==> config.mk <==
export PLATFORM = sky130hd
export DESIGN_NAME = fuzz_stim_sequencer
export DESIGN_NICKNAME = d
export VERILOG_FILES = /design/src/rtl/fuzz_pkg.sv /design/src/rtl/fuzz_vec_mem.sv /design/src/rtl/fuzz_stim_sequencer.sv
export SDC_FILE = /design/constraint.sdc
export NUM_CORES = 2
export LEC_CHECK = 0
export ABC_AREA = 1
export CORE_ASPECT_RATIO = 0.6
export CORE_MARGIN = 2
export CORE_UTILIZATION = 55
export CTS_CLUSTER_SIZE = 40
export DETAILED_ROUTE_END_ITERATION = 8
export PLACE_DENSITY = 0.76
export SLEW_MARGIN = 5
export SYNTH_ARGS = -nofsm -noshare
export SYNTH_HDL_FRONTEND = slang
export SYNTH_SLANG_ARGS = --single-unit
==> constraint.sdc <==
create_clock -name clk -period 4.85 [get_ports clk]
set_input_delay 0.97 -clock clk [delete_from_list [all_inputs] [get_ports clk]]
set_output_delay 0.97 -clock clk [all_outputs]
set_load 0.01 [all_outputs]
==> src/rtl/fuzz_pkg.sv <==
// rtl/fuzz_pkg.sv - shared widths, FSM encoding and signature helpers for the stimulus sequencer
package fuzz_pkg;

   localparam int VEC_W = 83;
   localparam int OUT_W = 245;
   localparam int SIG_W = 32;
   localparam logic [SIG_W-1:0] SEED = 32'hFFFF_FFFF;
   localparam logic [SIG_W-1:0] POLY = 32'h04C1_1DB7;
   localparam int NSLICE = (OUT_W + SIG_W - 1) / SIG_W;

   typedef enum logic [1:0] {
      ST_IDLE,
      ST_APPLY,
      ST_BUBBLE,
      ST_DRAIN
   } fsm_state_t;

   // XOR of all SIG_W-wide slices of y; the top slice is zero-padded.
   function automatic logic [SIG_W-1:0] fold(input logic [OUT_W-1:0] y);
      logic [NSLICE*SIG_W-1:0] pad;
      logic [SIG_W-1:0]        acc;
      pad = (NSLICE*SIG_W)'(y);
      acc = '0;
      for (int i = 0; i < NSLICE; i++) begin
         acc = acc ^ pad[i*SIG_W +: SIG_W];
      end
      return acc;
   endfunction

   function automatic logic [SIG_W-1:0] misr_step(input logic [SIG_W-1:0] sig,
                                                  input logic [SIG_W-1:0] din);
      return {sig[SIG_W-2:0], ^(sig & POLY)} ^ din;
   endfunction

endpackage

==> src/rtl/fuzz_vec_mem.sv <==
// rtl/fuzz_vec_mem.sv - vector table: flop array with synchronous write and asynchronous read
module fuzz_vec_mem
   import fuzz_pkg::*;
#(
   parameter int DEPTH  = 32,
   parameter int ADDR_W = 5,
   parameter int W      = VEC_W + 1
) (
   input  logic              clk,
   input  logic              we,
   input  logic [ADDR_W-1:0] waddr,
   input  logic [W-1:0]      wdata,
   input  logic [ADDR_W-1:0] raddr,
   output logic [W-1:0]      rdata
);

   // Contents are deliberately not reset; the table is reloaded by software.
   logic [W-1:0] mem [DEPTH];

   always_ff @(posedge clk) begin
      if (we) begin
         mem[waddr] <= wdata;
      end
   end

   assign rdata = mem[raddr];

endmodule

==> src/rtl/fuzz_stim_sequencer.sv <==
// rtl/fuzz_stim_sequencer.sv - replays the vector table onto the DUT bus and signs DUT outputs
module fuzz_stim_sequencer
   import fuzz_pkg::*;
#(
   parameter int DEPTH  = 32,
   parameter int ADDR_W = 5,
   parameter int LAT    = 1
) (
   input  logic              clk,
   input  logic              rst_n,
   input  logic              cfg_we,
   input  logic [ADDR_W-1:0] cfg_addr,
   input  logic [VEC_W-1:0]  cfg_vec,
   input  logic              cfg_bub,
   input  logic [ADDR_W:0]   num_vecs,
   input  logic              start,
   input  logic              abort,
   output logic [VEC_W-1:0]  stim,
   input  logic [OUT_W-1:0]  dut_y,
   output logic              busy,
   output logic              done,
   output logic [ADDR_W:0]   vec_idx,
   output logic [SIG_W-1:0]  signature
);

   localparam logic [ADDR_W:0] ONE   = (ADDR_W+1)'(1);
   localparam logic [ADDR_W:0] MAX_N = (ADDR_W+1)'(DEPTH);

   fsm_state_t state, state_n;

   logic [ADDR_W:0] num_lat;
   logic [LAT:0]    tag, tag_n, tag_rest;
   logic [VEC_W:0]  rd_entry;
   logic [VEC_W-1:0] rd_vec;
   logic            rd_bub;
   logic            last_apply, remain, drain_empty;
   logic            mem_we, run_go, run_empty, drive_apply, drive_bubble, finish, capture;

   fuzz_vec_mem #(
      .DEPTH (DEPTH),
      .ADDR_W(ADDR_W),
      .W     (VEC_W + 1)
   ) u_mem (
      .clk  (clk),
      .we   (mem_we),
      .waddr(cfg_addr),
      .wdata({cfg_bub, cfg_vec}),
      .raddr(vec_idx[ADDR_W-1:0]),
      .rdata(rd_entry)
   );

   assign rd_vec = rd_entry[VEC_W-1:0];
   assign rd_bub = rd_entry[VEC_W];

   assign last_apply  = (vec_idx + ONE) == num_lat;
   assign remain      = vec_idx < num_lat;
   assign drain_empty = (tag_rest == '0);

   // tag[k] marks a driven stim cycle k+1 edges ago; tag[LAT] is the one whose dut_y is due now.
   always_comb begin
      tag_rest      = tag;
      tag_rest[LAT] = 1'b0;
      tag_n         = tag << 1;
      tag_n[0]      = drive_apply | drive_bubble;
   end

   always_ff @(posedge clk or negedge rst_n) begin
      if (!rst_n) begin
         state <= ST_IDLE;
      end else begin
         state <= state_n;
      end
   end

   always_comb begin
      state_n = state;
      if (abort) begin
         state_n = ST_IDLE;
      end else begin
         case (state)
            ST_IDLE: begin
               if (start && (num_vecs != '0)) state_n = ST_APPLY;
            end
            ST_APPLY: begin
               if (rd_bub)          state_n = ST_BUBBLE;
               else if (last_apply) state_n = ST_DRAIN;
            end
            ST_BUBBLE: begin
               state_n = remain ? ST_APPLY : ST_DRAIN;
            end
            ST_DRAIN: begin
               if (drain_empty) state_n = ST_IDLE;
            end
            default: state_n = ST_IDLE;
         endcase
      end
   end

   always_comb begin
      busy         = 1'b0;
      mem_we       = 1'b0;
      run_go       = 1'b0;
      run_empty    = 1'b0;
      drive_apply  = 1'b0;
      drive_bubble = 1'b0;
      finish       = 1'b0;
      capture      = tag[LAT] & ~abort;
      case (state)
         ST_IDLE: begin
            mem_we    = cfg_we;
            run_go    = start & ~abort & (num_vecs != '0);
            run_empty = start & ~abort & (num_vecs == '0);
         end
         ST_APPLY: begin
            busy        = 1'b1;
            drive_apply = ~abort;
         end
         ST_BUBBLE: begin
            busy         = 1'b1;
            drive_bubble = ~abort;
         end
         ST_DRAIN: begin
            busy   = 1'b1;
            finish = ~abort & drain_empty;
         end
         default: ;
      endcase
   end

   always_ff @(posedge clk or negedge rst_n) begin
      if (!rst_n) begin
         stim      <= '0;
         done      <= 1'b0;
         vec_idx   <= '0;
         signature <= SEED;
         tag       <= '0;
         num_lat   <= '0;
      end else begin
         done <= run_empty | finish;
         if (abort) begin
            stim <= '0;
            tag  <= '0;
         end else begin
            stim <= drive_apply ? rd_vec : '0;
            tag  <= tag_n;
         end
         // Clamp oversized requests so the table address never wraps.
         if (run_go) begin
            vec_idx <= '0;
            num_lat <= (num_vecs > MAX_N) ? MAX_N : num_vecs;
         end else if (drive_apply) begin
            vec_idx <= vec_idx + ONE;
         end
         if (run_go || run_empty) begin
            signature <= SEED;
         end else if (capture) begin
            signature <= misr_step(signature, fold(dut_y));
         end
      end
   end

endmodule
==> flow_summary.ini <==
[outcome]
status = finished, final reports clean

[route]
wl_met3_um = 48100
drtPass1Iterations = 9
wire_per_inst_um = 28.3
viasPerCell = 6.48
wirelength_um = 339000
drt_iter0_markers = 13100
wl_met2_um = 148000
wl_met1_um = 130000
drcViolationCount = 0
vias = 77600
topRoutingLayerUsed = met5
ant_nets = 0

[clock_network]
clockRootBuffer = clkbuf_16
numCtsBuffers = 236
clockBufferDepth = 4
htreeDepth = 4
cts_setup_buffers = 0
clock-sinks = 2820
path_clk_slew_ns = 0.07
holdBufCountCts = 0
clk_latency_ns = 0.90
cts_resized = 0
tritoncts = done

[critical_path]
crit_path_start_kind = flip-flop
critPathKind = flip-flop to flip-flop
cp.arrival_ns = 4.75
required_ns = 5.60
rrSetupSlack_ns = 0.86
critPathMaxFanout = 116
end_kind = flip-flop

[power_and_ir_drop]
seqPwrFrac = 0.413
swShare = 0.355
finalPower_mw = 68.7
intPower_mw = 44.3
p_leak_nw = 42.1
switching_power_mw = 24.3
powerDensity_nw_per_um2 = 536
p_comb_frac = 0.309
ir_worst_vdd_mv = 0.448
p_clk_frac = 0.278

[sta]
slew_viol_final = 0
fin_skew_ns = 0.0418
fin_tns_setup_ns = 0
fin_crit_ns = 3.99
hold_viol = 0
post-route-period-util = 0.824
final-setup-viol-count = 0
relSlewSlack = 0.117
worst_slew_pin_slew_ns = 1.32
rsz0062_at_grt = false
fmax_ghz = 0.250
worst_slack_ns = 0.855

[logic_synthesis]
syn_inst = 8691
ys_seq_elements = 2820
netlist_area_um2 = 112000
avgSynthCellArea_um2 = 12.9
synth_cell_type_count = 34
synth_seq_area_share = 0.750
synthFlopType = edfxtp_1
synth_edf_count = 2688
async_flop_share = 0.0468
syn-num-nets = 9043
yosysWarnings = 0

[final_layout]
final_cell_mix = edfxtp_1 (2,688), nor2_1 (1,775), o21ai_0 (1,546)
multi_input_area_um2 = 25200
fin_cells = 12000
nFillCells = 14500
nNetsFinal = 9389
drive_gt1_frac = 0.0716
layout.cells.most_common = edfxtp_1
syn_to_final_growth_pct = 14.3
regArea_um2 = 84100

[global_routing]
grt_pass1_vias = 72500
antenna_found_initial = 24
grt_pass1_wl_um = 487000
grt_max_degree = 189
grtUsageTotal = 0.317
overflow = 0

[die]
start_util = 0.553
die_h_um = 354
dieArea_um2 = 208000
chipWidth_um = 587
row_count = 128
core_um2 = 203000
ioPinCount = 468

[placement]
dp_cells = 11500
io_buffers = 467
place_hpwl_um = 187000
post-place-ws_ns = 1.00
place_congestion = 0.881

[hold_path]
min_path_type = input port to asynchronous set/reset pin

[run]
drv_cap = 0
==> worst paths after layout <==
check,startpoint,end,cells past startpoint
worst max-delay path,vec_idx[0]$_DFFE_PN0P_,stim[18]$_DFF_PN0_,9
worst min-delay path,rst_n,num_lat[0]$_DFFE_PN0N_,1
worst max register to register,vec_idx[0]$_DFFE_PN0P_,stim[18]$_DFF_PN0_,9
worst min register to register,tag[0]$_DFF_PN0_,done$_DFF_PN0_,1
max in group asynchronous,rst_n,stim[12]$_DFF_PN0_,2
min in group clk,tag[0]$_DFF_PN0_,done$_DFF_PN0_,1
==> layout make-up <==
class,instances,area share
sequential,2820,0.656
multi-input combinational,5146,0.196
timing repair buffer,704,0.0574
clock buffer,328,0.0515
tap,2730,0.0267
clock inverter,107,0.00789
inverter,129,0.00403
antenna,10,0.000195
==> sequential cells by signal (all words and copies together) (netlist names) <==
register / count
u_mem.mem: 2688
stim: 83
signature: 32
num_lat: 6
vec_idx: 6
state: 2
tag: 2
done: 1
==> cell families (layout without fill, tap and decap cells) <==
kind of cell    after synthesis  after routing  share of synthesized area
xor+xnor                    222            222                     0.0173
fa+ha+maj                     7              7                   0.000781
other cells                   0             10                          0
buf+inv                     725           1268                     0.0281
flops                      2820           2820                      0.750
simple gates               2419           2419                     0.0824
compound gates             2498           2498                      0.122
==> critical path: stages, from the launching register on <==
cell and delay, ns:
dfrtp_4 0.78, inv_8 0.81, buf_12 0.35, buf_4 0.32
o21ai_0 0.14, o22ai_1 0.29, o21ai_0 0.27, o21ai_1 0.23
o21ai_0 0.15, nor2_1 0.34
==> power groups by stage <==
| stage | combinational, mW | clock (mW) | sequential [mW] |
|---|---|---|---|
| 2_1_floorplan | 12.6 | 0 | 28.5 |
| 3_3_place_gp | 20.0 | 0 | 28.9 |
| 3_5_place_dp | 20.5 | 0 | 28.9 |
| 4_1_cts | 20.7 | 19.1 | 28.4 |
| 5_1_grt | 22.7 | 20.0 | 28.4 |
| 6_report | 21.2 | 19.1 | 28.4 |
==> routing by layer <==
layer | GRT usage | up-vias
met5 | 0 | -
met3 | 0.0657 | 785
met1 | 0.476 | 37800
met2 | 0.461 | 6445
li1 | - | 32600
met4 | 0.113 | 14
==> metrics by stage <==
| stage | cell area (um2) | hold slack [ns] | util |
|---|---|---|---|
| after floorplan | 112000 | 0.444 | - |
| after global routing | 128000 | 0.300 | 0.632 |
| final | 128000 | 0.262 | 0.632 |
| after CTS | 128000 | 0.258 | 0.632 |
| after detailed placement | 121000 | 0.469 | 0.595 |
| after global placement | 121000 | 0.456 | 0.595 |
==> cells in the mapped netlist, types with 7 or more instances <==
cell type  instances  area, um2
a21oi_1           18       90.1
buf_1             29        109
buf_2            161        806
buf_4             44        330
buf_6              9        101
clkbuf_1         353       1330
dfrtp_1          100       2500
dfstp_2           32        841
edfxtp_1        2688      80700
ha_1               7       87.6
inv_1            125        469
nand2_1          495       1860
nand3_1           95        475
nor2_1          1807       6780
nor3_1            14       70.1
o211ai_1          34        255
o21ai_0         1546       7740
o21ai_1          193        966
o221ai_1          69        604
o22ai_1          633       3960
xnor2_1          174       1520
xor2_1            48        420
(Power assumes the default switching activity.)
